==> config.mk <==
export PLATFORM = sky130hd
export DESIGN_NAME = infer_mul_arbiter
export DESIGN_NICKNAME = d
export VERILOG_FILES = /design/src/rtl/infer_mul_arb_pkg.sv /design/src/rtl/infer_mul_mul_16ns_7ns_22_4_1.sv /design/src/rtl/infer_mul_arbiter.sv
export SDC_FILE = /design/constraint.sdc
export NUM_CORES = 1
export LEC_CHECK = 0
export CORE_MARGIN = 2
export CORE_UTILIZATION = 30
export DETAILED_ROUTE_END_ITERATION = 7
export PLACE_DENSITY_LB_ADDON = 0.1
export SLEW_MARGIN = 30
export SYNTH_ARGS = -nofsm -noshare
export SYNTH_HDL_FRONTEND = slang
export SYNTH_SLANG_ARGS = --single-unit
export TNS_END_PERCENT = 10
==> constraint.sdc <==
create_clock -name clk -period 6.15 [get_ports clk]
set_input_delay 0.615 -clock clk [delete_from_list [all_inputs] [get_ports clk]]
set_output_delay 0.615 -clock clk [all_outputs]
set_load 0.1 [all_outputs]
==> src/rtl/infer_mul_arb_pkg.sv <==
// Shared definitions for the multiplier arbiter slice.
// Contents: operand/product widths, the default multiplier latency,
// the requester-tag width function, the operand payload struct and
// a small round-robin helper.
package infer_mul_arb_pkg;

    localparam int unsigned A_W             = 16;
    localparam int unsigned B_W             = 7;
    localparam int unsigned P_W             = 22;
    localparam int unsigned MUL_LATENCY_DEF = 3;

    // Operands routed from the granted requester into the multiplier.
    typedef struct packed {
        logic [A_W-1:0] a;
        logic [B_W-1:0] b;
    } mul_operands_t;

    // Tag width needed to name one of n requesters (never narrower than 1 bit).
    function automatic int unsigned tag_w(input int unsigned n);
        return (n <= 2) ? 1 : $clog2(n);
    endfunction

    // Pointer value that follows requester g in round-robin order.
    function automatic int unsigned rr_next(input int unsigned g, input int unsigned n);
        return (g + 1 >= n) ? 0 : g + 1;
    endfunction

endpackage

==> src/rtl/infer_mul_mul_16ns_7ns_22_4_1.sv <==
// Pipelined unsigned 16x7 multiplier, product truncated to 22 bits.
// Ports:
//   clk, reset  - rising-edge clock, synchronous active-high reset
//   ce          - clock enable; every register advances only when high
//   din0, din1  - unsigned multiplicand / multiplier
//   dout        - low 22 bits of din0*din1, LATENCY enabled edges after capture
module infer_mul_mul_16ns_7ns_22_4_1
    import infer_mul_arb_pkg::*;
#(
    parameter int unsigned LATENCY = MUL_LATENCY_DEF
) (
    input  logic           clk,
    input  logic           reset,
    input  logic           ce,
    input  logic [A_W-1:0] din0,
    input  logic [B_W-1:0] din1,
    output logic [P_W-1:0] dout
);

    localparam int unsigned F_W = A_W + B_W;

    logic [A_W-1:0] a_q;
    logic [B_W-1:0] b_q;
    logic [P_W-1:0] prod_trunc;

    // Operand capture stage.
    always_ff @(posedge clk) begin
        if (reset) begin
            a_q <= '0;
            b_q <= '0;
        end else if (ce) begin
            a_q <= din0;
            b_q <= din1;
        end
    end

    // Full-width product, high bits dropped on purpose.
    assign prod_trunc = P_W'(F_W'(a_q) * F_W'(b_q));

    generate
        if (LATENCY == 1) begin : g_lat1
            assign dout = prod_trunc;
        end else begin : g_pipe
            logic [P_W-1:0] p_q [LATENCY-1];

            // Product retiming stages behind the capture stage.
            always_ff @(posedge clk) begin
                if (reset) begin
                    for (int i = 0; i < LATENCY - 1; i++) begin
                        p_q[i] <= '0;
                    end
                end else if (ce) begin
                    p_q[0] <= prod_trunc;
                    for (int i = 1; i < LATENCY - 1; i++) begin
                        p_q[i] <= p_q[i-1];
                    end
                end
            end

            assign dout = p_q[LATENCY-2];
        end
    endgenerate

endmodule

==> src/rtl/infer_mul_arbiter.sv <==
// Round-robin arbiter sharing one pipelined multiplier among NUM_REQ requesters.
// Ports:
//   clk, reset  - rising-edge clock, synchronous active-high reset
//   req_valid   - per-requester operand valid
//   req_ready   - per-requester accept (one-hot or zero, combinational)
//   req_a/req_b - packed operands, requester i at [16i+15:16i] / [7i+6:7i]
//   rsp_valid   - per-requester result valid (one-hot or zero)
//   rsp_ready   - per-requester result accept
//   rsp_p       - shared product bus, zero when no result is presented
//   busy        - any operation in flight
module infer_mul_arbiter
    import infer_mul_arb_pkg::*;
#(
    parameter int unsigned NUM_REQ     = 2,
    parameter int unsigned MUL_LATENCY = MUL_LATENCY_DEF
) (
    input  logic                   clk,
    input  logic                   reset,
    input  logic [NUM_REQ-1:0]     req_valid,
    output logic [NUM_REQ-1:0]     req_ready,
    input  logic [NUM_REQ*A_W-1:0] req_a,
    input  logic [NUM_REQ*B_W-1:0] req_b,
    output logic [NUM_REQ-1:0]     rsp_valid,
    input  logic [NUM_REQ-1:0]     rsp_ready,
    output logic [P_W-1:0]         rsp_p,
    output logic                   busy
);

    localparam int unsigned TAG_W = tag_w(NUM_REQ);

    logic [TAG_W-1:0]       rr_ptr;
    logic [TAG_W-1:0]       grant;
    logic                   found;
    logic                   ce;
    logic                   accept;
    logic [MUL_LATENCY-1:0] vld_q;
    logic [TAG_W-1:0]       tag_q [MUL_LATENCY];
    logic                   out_vld;
    logic [TAG_W-1:0]       out_tag;
    mul_operands_t          ops;
    logic [P_W-1:0]         mul_dout;

    assign out_vld = vld_q[MUL_LATENCY-1];
    assign out_tag = tag_q[MUL_LATENCY-1];

    // Whole datapath freezes while the presented result is refused.
    assign ce = !(out_vld && !rsp_ready[out_tag]);

    // Round-robin pick: the lowest valid index overall is the wrap-around
    // fallback, overridden by the lowest valid index at or above rr_ptr.
    always_comb begin
        found = 1'b0;
        grant = '0;
        for (int i = NUM_REQ - 1; i >= 0; i--) begin
            if (req_valid[i]) begin
                found = 1'b1;
                grant = TAG_W'(i);
            end
        end
        for (int i = NUM_REQ - 1; i >= 0; i--) begin
            if (req_valid[i] && (TAG_W'(i) >= rr_ptr)) begin
                grant = TAG_W'(i);
            end
        end
    end

    assign accept = found && ce && !reset;

    // One-hot ready toward the granted requester.
    always_comb begin
        req_ready = '0;
        for (int i = 0; i < NUM_REQ; i++) begin
            req_ready[i] = accept && (grant == TAG_W'(i));
        end
    end

    // Operand mux from the granted requester.
    always_comb begin
        ops = '0;
        for (int i = 0; i < NUM_REQ; i++) begin
            if (grant == TAG_W'(i)) begin
                ops.a = req_a[i*A_W +: A_W];
                ops.b = req_b[i*B_W +: B_W];
            end
        end
    end

    // Round-robin pointer moves past the requester just served.
    always_ff @(posedge clk) begin
        if (reset) begin
            rr_ptr <= '0;
        end else if (accept) begin
            rr_ptr <= TAG_W'(rr_next(32'(grant), NUM_REQ));
        end
    end

    // Valid/tag pipeline aligned with the multiplier; bubbles travel with it.
    always_ff @(posedge clk) begin
        if (reset) begin
            vld_q <= '0;
            for (int i = 0; i < MUL_LATENCY; i++) begin
                tag_q[i] <= '0;
            end
        end else if (ce) begin
            vld_q[0] <= accept;
            tag_q[0] <= grant;
            for (int i = 1; i < MUL_LATENCY; i++) begin
                vld_q[i] <= vld_q[i-1];
                tag_q[i] <= tag_q[i-1];
            end
        end
    end

    infer_mul_mul_16ns_7ns_22_4_1 #(
        .LATENCY (MUL_LATENCY)
    ) u_mul (
        .clk   (clk),
        .reset (reset),
        .ce    (ce),
        .din0  (ops.a),
        .din1  (ops.b),
        .dout  (mul_dout)
    );

    // Response steering; outputs read zero throughout reset.
    always_comb begin
        rsp_valid = '0;
        for (int i = 0; i < NUM_REQ; i++) begin
            rsp_valid[i] = !reset && out_vld && (out_tag == TAG_W'(i));
        end
    end

    assign rsp_p = (!reset && out_vld) ? mul_dout : '0;
    assign busy  = !reset && (|vld_q);

    // Handshake encodings stay one-hot or zero.
    a_req_onehot: assert property (@(posedge clk) disable iff (reset) $onehot0(req_ready));
    a_rsp_onehot: assert property (@(posedge clk) disable iff (reset) $onehot0(rsp_valid));

endmodule

==> impl_metrics.json <==
{
  "required_ns": 6.25,
  "synth_fp_nets": 807,
  "grt_pass1_wl_um": 23700,
  "cp-endpoint": "u_mul.g_pipe.p_q[0][21]$_SDFFCE_PN0P_",
  "p_per_area_mw_per_mm2": 218,
  "antenna_found_initial": 0,
  "cts_buffers": 9,
  "synth.most_common_cell": "and2_1",
  "p_comb_share_pct": 27.0,
  "holdWs_ns": 0.477,
  "drt_iter0_drc": 322,
  "relSlewSlack_pct": 34.8,
  "rr_worst_depth": 15,
  "slowest_stage": "dfxtp_1",
  "critPathCaptureType": "flop",
  "internal_power_mw": 1.19,
  "ios": 79,
  "cpPeakStageDelay_ns": 0.67,
  "port_buffers": 78,
  "fill_cells": 2132,
  "cts_setup_buffers": 0,
  "netlist_top_cells_area": "edfxtp_1 22%, fa_1 21%, and2_1 12%, dfxtp_1 8.3%, ha_1 7.5%",
  "rsz0062_at_grt": "false",
  "setup_viol": 0,
  "register_area_mm2": 0.00195,
  "cts_tree": "built",
  "worst_pin_slew_ns": 0.975,
  "outcome": "finished clean",
  "fin_crit_ns": 4.82,
  "nNetsFinal": 874,
  "hold_class": "reg -> reg",
  "clk_latency_ns": 0.35,
  "initial_core_util_pct": 30.8,
  "drcViolationCount": 0,
  "rrSetupSlack_ns": 1.33,
  "ys_seq_area_share_pct": 29.9,
  "dr.pass1.iters": 5,
  "crit_path_start": "u_mul.b_q[3]$_SDFFE_PP0N_",
  "grt_pass1_vias": 4648,
  "fin_skew_ns": 0.00882,
  "drive_gt1_share_pct": 5.42,
  "p_sw_share_pct": 30.8,
  "power_mw": 1.72,
  "n_antenna_cell": 0,
  "wirelength_um": 14200,
  "leakagePower_nw": 3.72,
  "routedWlPerCell_um": 14.3,
  "grt_use_total_pct": 13.3,
  "place_inst": 979,
  "grt_max_degree": 53,
  "place_area_mm2": 0.00758,
  "maxSlewViolCount": 0,
  "synth_top_cell_by_area": "edfxtp_1",
  "vias": 4566,
  "fin_tns_setup_ns": 0,
  "grt_overflow": 0,
  "synth.distinct_cells": 54,
  "cts_root_buffer": "clkbuf_16",
  "power.switching_uw": 531,
  "fmax_ghz": 0.207,
  "p_clk_share_pct": 35.7,
  "critPathMaxFanout": 17,
  "syn_area_mm2": 0.00653,
  "ys_ff_latch": 74,
  "synth_common_cells": "130 x and2_1, 68 x fa_1, 64 x inv_1",
  "yosys.area.top_type_share_pct": 21.6,
  "stdcell_count": 994,
  "rr_startpoint": "u_mul.b_q[3]$_SDFFE_PP0N_",
  "ir_drop_uv": 126,
  "cts-htree-levels": 3,
  "finalInstanceArea_mm2": 0.00792,
  "ant_nets": 0,
  "multi_input_area_mm2": 0.00423,
  "area_delta_synth_final_pct": 21.3,
  "fp.dieW_um": 152,
  "dp_hpwl_um": 11100,
  "routed_via_density": 4.59,
  "rows": 53,
  "critPathKind": "reg -> reg",
  "clk_path_buf_depth": 2,
  "fin_ws_ns": 1.33,
  "die_y_um": 152,
  "synthCells": 648,
  "place_ws_ns": 1.38,
  "synthFlopType": "edfxtp_1",
  "synth_warnings": 0,
  "cpMostUsedCell": "fa_1",
  "dieArea_mm2": 0.0230,
  "regToRegEndpoint": "u_mul.g_pipe.p_q[0][21]$_SDFFCE_PN0P_",
  "maxCapViolCount": 0,
  "utilization_pct": 37.3,
  "crit_buf_inv": 3,
  "critPathArrivalTime_ns": 4.92,
  "clock_sinks": 74,
  "cts_hold_buffers": 0,
  "critPathLaunchType": "flop",
  "postCtsResizedCells": 0,
  "power.share.sequential_pct": 37.2,
  "gp_congestion": 0.817,
  "worstPathCellList": "nand2_1 > fa_1 > fa_1 > inv_1 > fa_1 > inv_1 > fa_1 > inv_1 > ha_1 > a21oi_1 > o211ai_1 > a211o_1 > a21oi_1 > a211o_1 > o21ai_1",
  "synthArstFlopShare_pct": 0,
  "synth_edf_count": 47,
  "hold_viol_final": 0,
  "syn_avg_cell_area_um2": 10.1,
  "critical-path-top-delay-family": "adder cells",
  "crit_cells": 15,
  "coreArea_mm2": 0.0212,
  "fin_crit_sh_pct": 78.4,
  "clk_pin_slew_ns": 0.07
}
cell families after synthesis:
family | synth area share, %
adder cells (fa/ha/maj) | 28.3
flip-flops | 29.9
buffers and inverters | 5.50
AO/OA/AOI/OAI | 10.3
multiplexers | 3.99
XOR/XNOR | 1.34
AND/OR/NAND/NOR | 20.6
worst register-to-register path, cell delays in order, from the launching register on:
cell and delay, ns:
dfxtp_1 0.67, nand2_1 0.17, fa_1 0.52, fa_1 0.51, inv_1 0.05, fa_1 0.52
inv_1 0.05, fa_1 0.52, inv_1 0.04, ha_1 0.37, a21oi_1 0.23, o211ai_1 0.21
a211o_1 0.29, a21oi_1 0.20, a211o_1 0.15, o21ai_1 0.06
how the worst min path moves through the flow:
stage                          startpoint                    end  slack (ns)  cells past startpoint
global placement    vld_q[0]$_SDFFE_PP0N_  vld_q[1]$_SDFFE_PP0N_        0.46                      2
floorplan             rr_ptr$_SDFFE_PP0P_    rr_ptr$_SDFFE_PP0P_        0.44                      1
CTS                 vld_q[0]$_SDFFE_PP0N_  vld_q[1]$_SDFFE_PP0N_        0.48                      2
detailed placement  vld_q[0]$_SDFFE_PP0N_  vld_q[1]$_SDFFE_PP0N_        0.47                      2
finish              vld_q[0]$_SDFFE_PP0N_  vld_q[1]$_SDFFE_PP0N_        0.48                      2
global route        vld_q[0]$_SDFFE_PP0N_  vld_q[1]$_SDFFE_PP0N_        0.49                      2
sequential cells by signal, summed over array words and instances, names as in the netlist:
register / count
u_mul.g_pipe.p_q: 44
u_mul.a_q: 16
u_mul.b_q: 7
tag_q: 3
vld_q: 3
rr_ptr: 1
routing by layer:
metal	wire [um]	part of all wire (%)	GRT usage [%]	up-vias
met2	6130	43	20.3	108
li1	-	-	-	2285
met3	528	3.7	2.99	21
met4	264	1.9	4.40	0
met5	0	0	0	-
met1	7310	51	18.8	2152
cells in the final DEF (no fill, tap or decap), drive strengths merged, types with 2 or more instances in the layout:
master	Yosys	routed
o211a	2	2
ha	39	39
inv	64	65
nor2	39	39
nor4	2	2
nand2b	3	3
dfxtp	27	27
a211oi	25	25
edfxtp	47	47
mux2i	26	26
buf	7	7
a221oi	2	2
nor2b	2	2
fa	68	68
nand3	6	6
and3	7	7
clkdlybuf4s50	0	76
o21ai	9	9
bufinv	0	3
a211o	3	3
a21oi	22	22
clkbuf	20	9
a21o	8	8
xnor2	5	5
o21a	7	7
nand2	45	45
and2	131	131
o2111ai	2	2
o211ai	3	3
xor2	5	5
nor3	11	11
area by class of cell:
type / count / area share [%]
Clock inverter: 6 / 1.45
Clock buffer: 9 / 2.84
Inverter: 64 / 3.03
Multi-Input combinational cell: 483 / 53.4
Tap cell: 275 / 4.34
Sequential cell: 74 / 24.6
Timing Repair Buffer: 83 / 10.3
power by group through the flow:
stage	registers, mW	clock network [mW]	logic [mW]
after floorplan	0.626	0	0.359
after global placement	0.653	0	0.463
after detailed placement	0.654	0	0.468
after CTS	0.643	0.633	0.471
after global routing	0.653	0.651	0.534
final	0.642	0.616	0.466
Power figures use the tool's default switching activity.
